## src/rtl/tcm_lsu_port.sv

```systemverilog
// Load/store unit front end for a single-ported, read-first TCM RAM.
// Handles one request at a time: check legality, access the RAM, format the result, respond.
module tcm_lsu_port #(
  parameter int ADDR_WIDTH = 16
) (
  input  logic                  clk_i,
  input  logic                  rst_i,
  input  logic                  req_valid_i,
  output logic                  req_ready_o,
  input  logic                  req_we_i,
  input  logic [2:0]            req_funct3_i,
  input  logic [31:0]           req_addr_i,
  input  logic [31:0]           req_wdata_i,
  output logic                  resp_valid_o,
  input  logic                  resp_ready_i,
  output logic [31:0]           resp_rdata_o,
  output logic                  resp_err_o,
  output logic [ADDR_WIDTH-1:0] ram_addr_o,
  output logic [31:0]           ram_data_o,
  output logic [3:0]            ram_wr_o,
  input  logic [31:0]           ram_data_i,
  output logic [1:0]            dbg_state_o
);

  typedef enum logic [1:0] {S_IDLE, S_ACCESS, S_RDATA, S_RESP} state_t;

  state_t                r_state;
  state_t                w_next;
  logic                  r_we;
  logic [2:0]            r_funct3;
  logic [1:0]            r_lo;
  logic [3:0]            r_strb;
  logic [ADDR_WIDTH-1:0] r_ram_addr;
  logic [31:0]           r_ram_data;
  logic [31:0]           r_rdata;
  logic                  r_err;
  logic                  w_accept;
  logic                  w_illegal;
  logic [3:0]            w_strb;
  logic [31:0]           w_wdata;
  logic [7:0]            w_byte;
  logic [15:0]           w_half;
  logic [31:0]           w_load_data;

  // Both ports transfer on a cycle where valid and ready are high at the same rising edge;
  // valid must then stay high with stable payload until that edge.
  assign w_accept = req_valid_i && req_ready_o;

  always_comb begin
    w_illegal = 1'b0;
    if (req_we_i) begin
      if (!(req_funct3_i inside {3'b000, 3'b001, 3'b010})) w_illegal = 1'b1;
    end else if (req_funct3_i inside {3'b011, 3'b110, 3'b111}) begin
      w_illegal = 1'b1;
    end
    if (req_funct3_i[1:0] == 2'b01 && req_addr_i[0]) w_illegal = 1'b1;
    if (req_funct3_i == 3'b010 && req_addr_i[1:0] != 2'b00) w_illegal = 1'b1;
    // Any address bit above the TCM window makes the access out of range.
    if ((req_addr_i >> (ADDR_WIDTH + 2)) != 32'd0) w_illegal = 1'b1;
  end

  always_comb begin
    w_strb  = 4'b1111;
    w_wdata = req_wdata_i;
    case (req_funct3_i[1:0])
      2'b00: begin
        w_strb  = 4'b0001 << req_addr_i[1:0];
        w_wdata = {4{req_wdata_i[7:0]}};
      end
      2'b01: begin
        w_strb  = req_addr_i[1] ? 4'b1100 : 4'b0011;
        w_wdata = {2{req_wdata_i[15:0]}};
      end
      default: ;
    endcase
  end

  always_comb begin
    w_byte = ram_data_i[7:0];
    case (r_lo)
      2'd1:    w_byte = ram_data_i[15:8];
      2'd2:    w_byte = ram_data_i[23:16];
      2'd3:    w_byte = ram_data_i[31:24];
      default: ;
    endcase
    w_half = r_lo[1] ? ram_data_i[31:16] : ram_data_i[15:0];
    case (r_funct3)
      3'b000:  w_load_data = {{24{w_byte[7]}}, w_byte};
      3'b100:  w_load_data = {24'd0, w_byte};
      3'b001:  w_load_data = {{16{w_half[15]}}, w_half};
      3'b101:  w_load_data = {16'd0, w_half};
      default: w_load_data = ram_data_i;
    endcase
  end

  always_ff @(posedge clk_i or posedge rst_i) begin
    if (rst_i) r_state <= S_IDLE;
    else       r_state <= w_next;
  end

  always_comb begin
    w_next = r_state;
    case (r_state)
      S_IDLE:   if (w_accept) w_next = w_illegal ? S_RESP : S_ACCESS;
      S_ACCESS: w_next = r_we ? S_RESP : S_RDATA;
      S_RDATA:  w_next = S_RESP;
      S_RESP:   if (resp_ready_i) w_next = S_IDLE;
      default:  w_next = S_IDLE;
    endcase
  end

  always_comb begin
    req_ready_o  = (r_state == S_IDLE);
    resp_valid_o = (r_state == S_RESP);
    ram_wr_o     = (r_state == S_ACCESS && r_we) ? r_strb : 4'b0000;
  end

  always_ff @(posedge clk_i or posedge rst_i) begin
    if (rst_i) begin
      r_we       <= 1'b0;
      r_funct3   <= 3'd0;
      r_lo       <= 2'd0;
      r_strb     <= 4'd0;
      r_ram_addr <= '0;
      r_ram_data <= 32'd0;
      r_rdata    <= 32'd0;
      r_err      <= 1'b0;
    end else begin
      if (w_accept) begin
        r_we     <= req_we_i;
        r_funct3 <= req_funct3_i;
        r_lo     <= req_addr_i[1:0];
        r_err    <= w_illegal;
        r_rdata  <= 32'd0;
        // Rejected requests never touch the RAM port, so its outputs keep their old values.
        if (!w_illegal) begin
          r_ram_addr <= req_addr_i[ADDR_WIDTH+1:2];
          r_strb     <= w_strb;
          if (req_we_i) r_ram_data <= w_wdata;
        end
      end
      if (r_state == S_RDATA) r_rdata <= w_load_data;
    end
  end

  assign ram_addr_o   = r_ram_addr;
  assign ram_data_o   = r_ram_data;
  assign resp_rdata_o = r_rdata;
  assign resp_err_o   = r_err;
  assign dbg_state_o  = r_state;

endmodule

```

## config.mk

```make
export PLATFORM = sky130hd
export DESIGN_NAME = tcm_lsu_port
export DESIGN_NICKNAME = d
export VERILOG_FILES = /design/src/rtl/tcm_lsu_port.sv
export SDC_FILE = /design/constraint.sdc
export NUM_CORES = 1
export LEC_CHECK = 0
export ABC_AREA = 1
export BUFFER_PORTS_ARGS = -buffer_cell sky130_fd_sc_hd__clkbuf_2
export CAP_MARGIN = 20
export CORE_MARGIN = 1
export CORE_UTILIZATION = 44
export CTS_CLUSTER_SIZE = 12
export DETAILED_ROUTE_END_ITERATION = 8
export PLACE_DENSITY = 0.84
export RECOVER_POWER = 25
export SYNTH_ARGS = -nofsm -noshare
export SYNTH_HDL_FRONTEND = slang
export SYNTH_SLANG_ARGS = --single-unit
```

## constraint.sdc

```tcl
create_clock -name clk_i -period 2.7 [get_ports clk_i]
set_input_delay 0.54 -clock clk_i [delete_from_list [all_inputs] [get_ports clk_i]]
set_output_delay 0.54 -clock clk_i [all_outputs]
set_load 0.005 [all_outputs]
```

==> results by group, run 1 <==
Global routing
  – Gr ovfl total: 0
  – Grt met2 use: 40.9%
  – GRT Max-Usage Layer: met2
  – Met3 Use GR: approximately 4.0%
  – Antenna violations before repair: 0
  – Vias in the first global route: 4684
  – Largest net degree at the start of global routing: 62
  – GR Util All Layers: 24.9%
  – First-pass GRT wire length: between 20000 and 25000 µm
  – GRT met1 Usage: 31.8%

Finish
  – Layout area overhead: 25.4%
  – Commonest non-fill, non-tap cells in the layout: nand2_1, clkbuf_2, dfrtp_1
  – Final Cell Area: 6100 µm²
  – Most common cell after layout, fill and taps aside: nand2_1
  – Final #Nets: 966
  – Fillers: 1053
  – Ant. Diodes: 0
  – Fraction of layout cells with a size suffix above 1: 27.1%

STA
  – Final Skew: ~0.011 ns
  – Final Setup Violations: 0
  – Fmax: 0.467 GHz
  – RSZ-0062 raised after global routing: false
  – Least-Margin Pin Slew: about 1.7 ns
  – Final Slew Violations: 95
  – Setup ws final: ~0.56 ns
  – Min Tclk post-route: 2.14 ns
  – Final hold violations: 0
  – Fin crit share: between 70% and 80%
  – Slew headroom: -12.7%
  – Setup TNS: 0 ns
  – WHS: between 0.3 and 0.4 ns

Power
  – Leak Pwr: between 3 and 4 nW
  – Maximum VDD drop: roughly 0.42 mV
  – PD cells: 784 nW/µm²

Routing
  – Detailed-router iteration count before antenna repair: 4
  – Via Count: 5061
  – DR vias/cell: approximately 5.0
  – ANT nets after route: 0
  – Number of remaining DRC errors: 0
  – DRT Wirelength: 13600 µm
  – WL/cell: ~14 µm
  – Iter 0 DRT Violations: about 330

Clock tree
  – Post_cts resized: 0
  – Worst skew pair latency: 0.37 ns
  – TritonCTS clock tree: done
  – Clock slew seen by the registers of the worst setup and hold paths: 0.09 ns
  – Deepest clock path buffer count: 2
  – Root Driver: clkbuf_8
  – Post-CTS Setup Repair Bufs: 0
  – Inserted Clock Buffers: 9
  – CTS H-tree lvls: 3
  – Clock sinks: 93
  – Hold buffer count at cts: 0

Synthesis
  – Ys Warns: 0
  – Average size of a mapped cell: 7.17 µm²
  – Syn_nets: 787
  – Synth top area share: 47.8%
  – Netlist cell types: 27
  – Synth Instances: 679
  – #FFs+latches synth: a little over 90
  – Cell taking the most area after synthesis: dfrtp_1
  – Mapped Area: 4870 µm²
  – Post-synthesis sequential area ratio: 47.8%
  – Largest cells by area after synthesis: dfrtp_1, nand2_1, nor2_1

Min path
  – Hold Path Class: in -> reg
  – Hold depth: 3
  – Hold Path Sink: ram_addr_o[7]
  – Hold_sp: req_addr_i[9]

Place
  – Placed Area: 5940 µm²
  – I/O Buffers: 192
  – Final HPWL DP: 10200 µm
  – Gpl congestion: 0.900
  – Pre-CTS WS: 0.522 ns

Worst setup path
  – CP max FO: 26
  – R2R cell count: 7
  – CP startpoint kind: register
  – Reg2Reg Setup Slack: between 0.5 and 0.6 ns
  – WP data arrival: around 2.4 ns
  – Reg-to-Reg End: ram_data_o[13]
  – Classification of the worst setup path: reg -> reg
  – FF-to-FF Start: dbg_state_o[0]
  – Req. time, crit path: around 3.0 ns
  – CP Capture Type: register

Flow run
  – Max Cap Violations: 2

Die
  – Die W: 107 µm
  – Initial core utilization: 45.1%
  – Placeable core area: 10800 µm²
  – Die ar.: 11500 µm²
  – Die Span Y: 107 µm
  – I/O pin count: about 190
  – Rows: 38

Run status
  – Outcome: complete, but fails checks
  – Failing checks: capacitance limit, slew limit
routing by layer:
| metal | part of all wire [%] | routed length, µm | vias to the layer above |
|---|---|---|---|
| met5 | 0 | 0 | - |
| met1 | 43 | 5860 | 2299 |
| met3 | 7.2 | 985 | 34 |
| met2 | 47 | 6370 | 228 |
| met4 | 2.9 | 397 | 0 |
| li1 | - | - | 2500 |
area by class of cell:
| type | instances | area [µm²] | area share, % |
|---|---|---|---|
| well taps | 140 | 175 | 2.87 |
| clock inverters | 2 | 13.8 | 0.225 |
| inverters | 42 | 161 | 2.64 |
| flip-flops and latches | 93 | 2330 | 38.1 |
| multi-input cells | 509 | 2210 | 36.2 |
| clock buffers | 14 | 183 | 2.99 |
| repair buffers | 203 | 1040 | 17.0 |
how the worst max path moves through the flow:
| stage | from | to | cells after the start |
|---|---|---|---|
| final | dbg_state_o[0] | ram_data_o[13] | 7 |
| after global routing | dbg_state_o[0] | r_strb[3] | 6 |
| after CTS | dbg_state_o[0] | ram_addr_o[2] | 6 |
| after detailed placement | req_funct3_i[0] | ram_addr_o[2] | 10 |
| after global placement | req_addr_i[27] | r_strb[3] | 10 |
| after floorplan | rst_i | dbg_state_o[0] | 1 |
state kept, by name (all words and copies together), names as in the netlist, 2 cells and up:
signal        cells
dbg_state_o       2
r_funct3          3
r_lo              2
r_strb            4
ram_addr_o       16
ram_data_o       32
resp_rdata_o     32
per-stage QoR:
stage	cells	total power, W	util [%]
6_report	1003	0.00478	56.6
5_1_grt	1003	0.00519	56.6
4_1_cts	1003	0.00483	56.9
3_5_place_dp	987	0.00389	55.1
3_3_place_gp	987	0.00385	55.1
2_1_floorplan	679	0.00324	-
critical path: stages, from the launching register on:
cell,delay (ns)
dfrtp_1,0.42
inv_1,0.13
ha_1,0.25
nand2_1,0.29
inv_2,0.30
buf_4,0.32
nand4_1,0.21
nand2_1,0.14
Yosys cell counts (all sizes together):
master / count
a21oi: 15
a31oi: 4
buf: 21
clkbuf: 14
dfrtp: 93
ha: 4
inv: 42
nand2: 332
nand3: 8
nand4: 33
nor2: 60
nor3: 1
o211ai: 10
o21a: 1
o21ai: 38
o22ai: 3
where the power goes:
group	switching, W	internal (W)
logic	0.00126	0.000713
clock network	0.000494	0.000439
registers	0.000207	0.00167
cells by family after synthesis:
| logic type | Yosys count | share of synthesized area (%) |
|---|---|---|
| compound gates | 71 | 8.40 |
| buf+inv | 77 | 6.94 |
| flops | 93 | 47.8 |
| simple gates | 434 | 35.8 |
| fa+ha+maj | 4 | 1.03 |
No activity file was read; power rests on OpenSTA's default activity.
==> run 2, diff against run 1 <==
- CORE_UTILIZATION: 44 -> 49
- PLACE_DENSITY: 0.84 -> 0.89
- clock period: 2.7 -> 2.1 ns (I/O delays scaled with it)
==> run 2 against run 1 <==
- the run now ends clean
- utilization up 6.6 points
- clock skew grew 0.0014 ns
- largest power group unchanged
- non-clock buffer count up 2
==> results by group, run 2 (synthesis gave the netlist of run 1 again) <==
Worst setup path
  – Req. time, crit path: 1.68 ns (-1.32 ns)
  – Reg-to-Reg End: ram_addr_o[8]
  – Reg2Reg Setup Slack: 0.32 ns (-0.24 ns)
  – FF-to-FF Start: dbg_state_o[0]
  – Cells along the critical path: inv_1, ha_1, nand2_1, nor2_1, clkbuf_2
  – CP max stage cell: dfrtp_1
  – Critical path's top delay family: flip-flops
  – Classification of the worst setup path: reg -> out
  – Max incr delay on CP: 0.45 ns (+0.03 ns)
  – WP buf/inv: 2 (-1)
  – CP max FO: 6 (-77%)
  – CP Capture Type: output pin
  – R2R cell count: 7 (unchanged)
  – CP startpoint kind: register
  – WP data arrival: 1.43 ns (-1.01 ns)

Place
  – Gpl congestion: 0.902 (+0.21%)
  – I/O Buffers: 192 (unchanged)
  – Placed Area: 5940 µm² (-0.11%)
  – Final HPWL DP: 9810 µm (-3.8%)

STA
  – Least-Margin Pin Slew: 1.26 ns (-0.435 ns)
  – Final Slew Violations: 0 (-100%)
  – Final Skew: 0.0121 ns (+0.00136 ns)
  – Fmax: 0.540 GHz
  – RSZ-0062 raised after global routing: false
  – WHS: 0.248 ns (-0.117 ns)
  – Fin crit share: 88.1%
  – Final Setup Violations: 0 (unchanged)
  – Min Tclk post-route: 1.85 ns
  – Setup TNS: 0 ns (unchanged)
  – Final hold violations: 0 (unchanged)
  – Slew headroom: 16.3% (+29 points)

Power
  – Int Pwr: 0.00364 W (+29%)
  – Leak Pwr: 3.65 nW (+0.12%)
  – Comb power frac: 41.9% (+0.6 points)
  – Clock Power Share: 19.5% (about the same)
  – Reported net switching power: 0.00255 W (+30%)
  – Flop pwr share: 38.6% (-0.6 points)
  – PD cells: 1010 nW/µm² (+29%)
  – Net Sw Frac: 41.2% (+0.20 points)
  – Maximum VDD drop: 0.502 mV (+20%)

Global routing
  – GR Util All Layers: 26.4% (+1.5 points)
  – Gr ovfl total: 0 (unchanged)
  – Antenna violations before repair: 0 (unchanged)
  – Vias in the first global route: 4446 (-5.1%)
  – Largest net degree at the start of global routing: 94 (+52%)
  – First-pass GRT wire length: 21200 µm (-4.9%)

Clock tree
  – Worst skew pair latency: 0.35 ns (-0.02 ns)
  – Hold buffer count at cts: 0 (unchanged)
  – Clock sinks: 93 (unchanged)
  – CTS H-tree lvls: 3 (unchanged)
  – Clock slew seen by the registers of the worst setup and hold paths: 0.10 ns (about the same)
  – TritonCTS clock tree: done
  – Deepest clock path buffer count: 2 (unchanged)
  – Root Driver: clkbuf_8
  – Inserted Clock Buffers: 9 (unchanged)
  – Post_cts resized: 0 (unchanged)
  – Post-CTS Setup Repair Bufs: 0 (unchanged)

Finish
  – Fraction of layout cells with a size suffix above 1: 27.4% (+0.28 points)
  – Most common cell after layout, fill and taps aside: nand2_1
  – Final Cell Area: 6120 µm² (+0.23%)
  – Fillers: 891 (-15%)
  – Layout area overhead: 25.6%
  – Final #Nets: 968 (+0.21%)
  – Commonest non-fill, non-tap cells in the layout: nand2_1, clkbuf_2, dfrtp_1
  – Ant. Diodes: 0 (unchanged)

Routing
  – Iter 0 DRT Violations: 229 (-31%)
  – Detailed-router iteration count before antenna repair: 6 (+2)
  – WL/cell: 13.4 µm (-1.5%)
  – Number of remaining DRC errors: 0 (unchanged)
  – ANT nets after route: 0 (unchanged)
  – DR vias/cell: 5.09 (+0.96%)
  – DRT Wirelength: 13300 µm (-2.0%)
  – Via Count: 5084 (+0.45%)

Min path
  – Hold depth: 3 (unchanged)
  – Hold_sp: req_addr_i[12]
  – Hold Path Class: in -> reg
  – Hold Path Sink: ram_addr_o[10]

Run status
  – Outcome: completed

Die
  – Die W: 102 µm (-5.1%)
  – Die ar.: 10300 µm² (-10%)
  – Initial core utilization: 50.3% (+5.2 points)
  – Placeable core area: 9680 µm² (-10%)
  – Rows: 36 (-5.3%)
  – Die Span Y: 102 µm (-5.1%)
  – I/O pin count: 193 (unchanged)

Flow run
  – Max Cap Violations: 0 (-2)
==> run 2: changes by cell type in the layout (fill, tap and decap cells not counted), moves of 2 or more <==
cell	delta
clkbuf_8	-4
buf_4	+3
clkinvlp_4	+3
clkbuf_2	-2
==> run 2: tightest hold or removal path: stages <==
cell	delay, ns
clkbuf_2	0.07
nand2_1	0.04
nand2_1	0.04
==> run 2: worst max-delay path by stage <==
| stage | from | to | cells after the start |
|---|---|---|---|
| 2_1_floorplan | dbg_state_o[0] | resp_rdata_o[0] | 8 |
| 3_3_place_gp | req_funct3_i[0] | r_strb[0] | 9 |
| 3_5_place_dp | req_funct3_i[0] | ram_addr_o[9] | 9 |
| 4_1_cts | dbg_state_o[1] | ram_wr_o[0] | 5 |
| 5_1_grt | dbg_state_o[1] | ram_wr_o[0] | 5 |
| 6_report | dbg_state_o[1] | ram_wr_o[2] | 5 |
==> run 2: metal layers <==
metal	track usage, %	part of all wire [%]	up-vias
li1	-	-	2502
met4	9.36	1.9	0
met3	3.66	7.3	19
met5	0	0	-
met1	34.7	42	2335
met2	44.5	48	228
==> run 2: cell type report <==
cell class                 count  area (µm²)  share of cell area [%]
multi-input combinational    509        2210                    36.1
clock inverter                 7        72.6                    1.19
sequential                    93        2330                    38.0
timing repair buffer         205        1060                    17.3
inverter                      42         164                    2.68
clock buffer                   9         124                    2.02
tap                          133         166                    2.72
==> run 2: metrics by stage <==
step	util (%)	std cells	total power [W]	worst slack, ns
5_1_grt	63.2	998	0.00674	0.0870
6_report	63.2	998	0.00619	0.250
3_5_place_dp	61.3	982	0.00501	0.237
3_3_place_gp	61.3	982	0.00494	0.316
4_1_cts	63.3	998	0.00624	0.223
2_1_floorplan	-	679	0.00417	0.466
==> run 2: power by group through the flow <==
| stage | combinational [W] | sequential [W] | clock [W] |
|---|---|---|---|
| 2_1_floorplan | 0.00178 | 0.00239 | 0 |
| 3_3_place_gp | 0.00253 | 0.00241 | 0 |
| 3_5_place_dp | 0.00259 | 0.00242 | 0 |
| 4_1_cts | 0.00261 | 0.00239 | 0.00124 |
| 5_1_grt | 0.00300 | 0.00243 | 0.00131 |
| 6_report | 0.00259 | 0.00239 | 0.00121 |
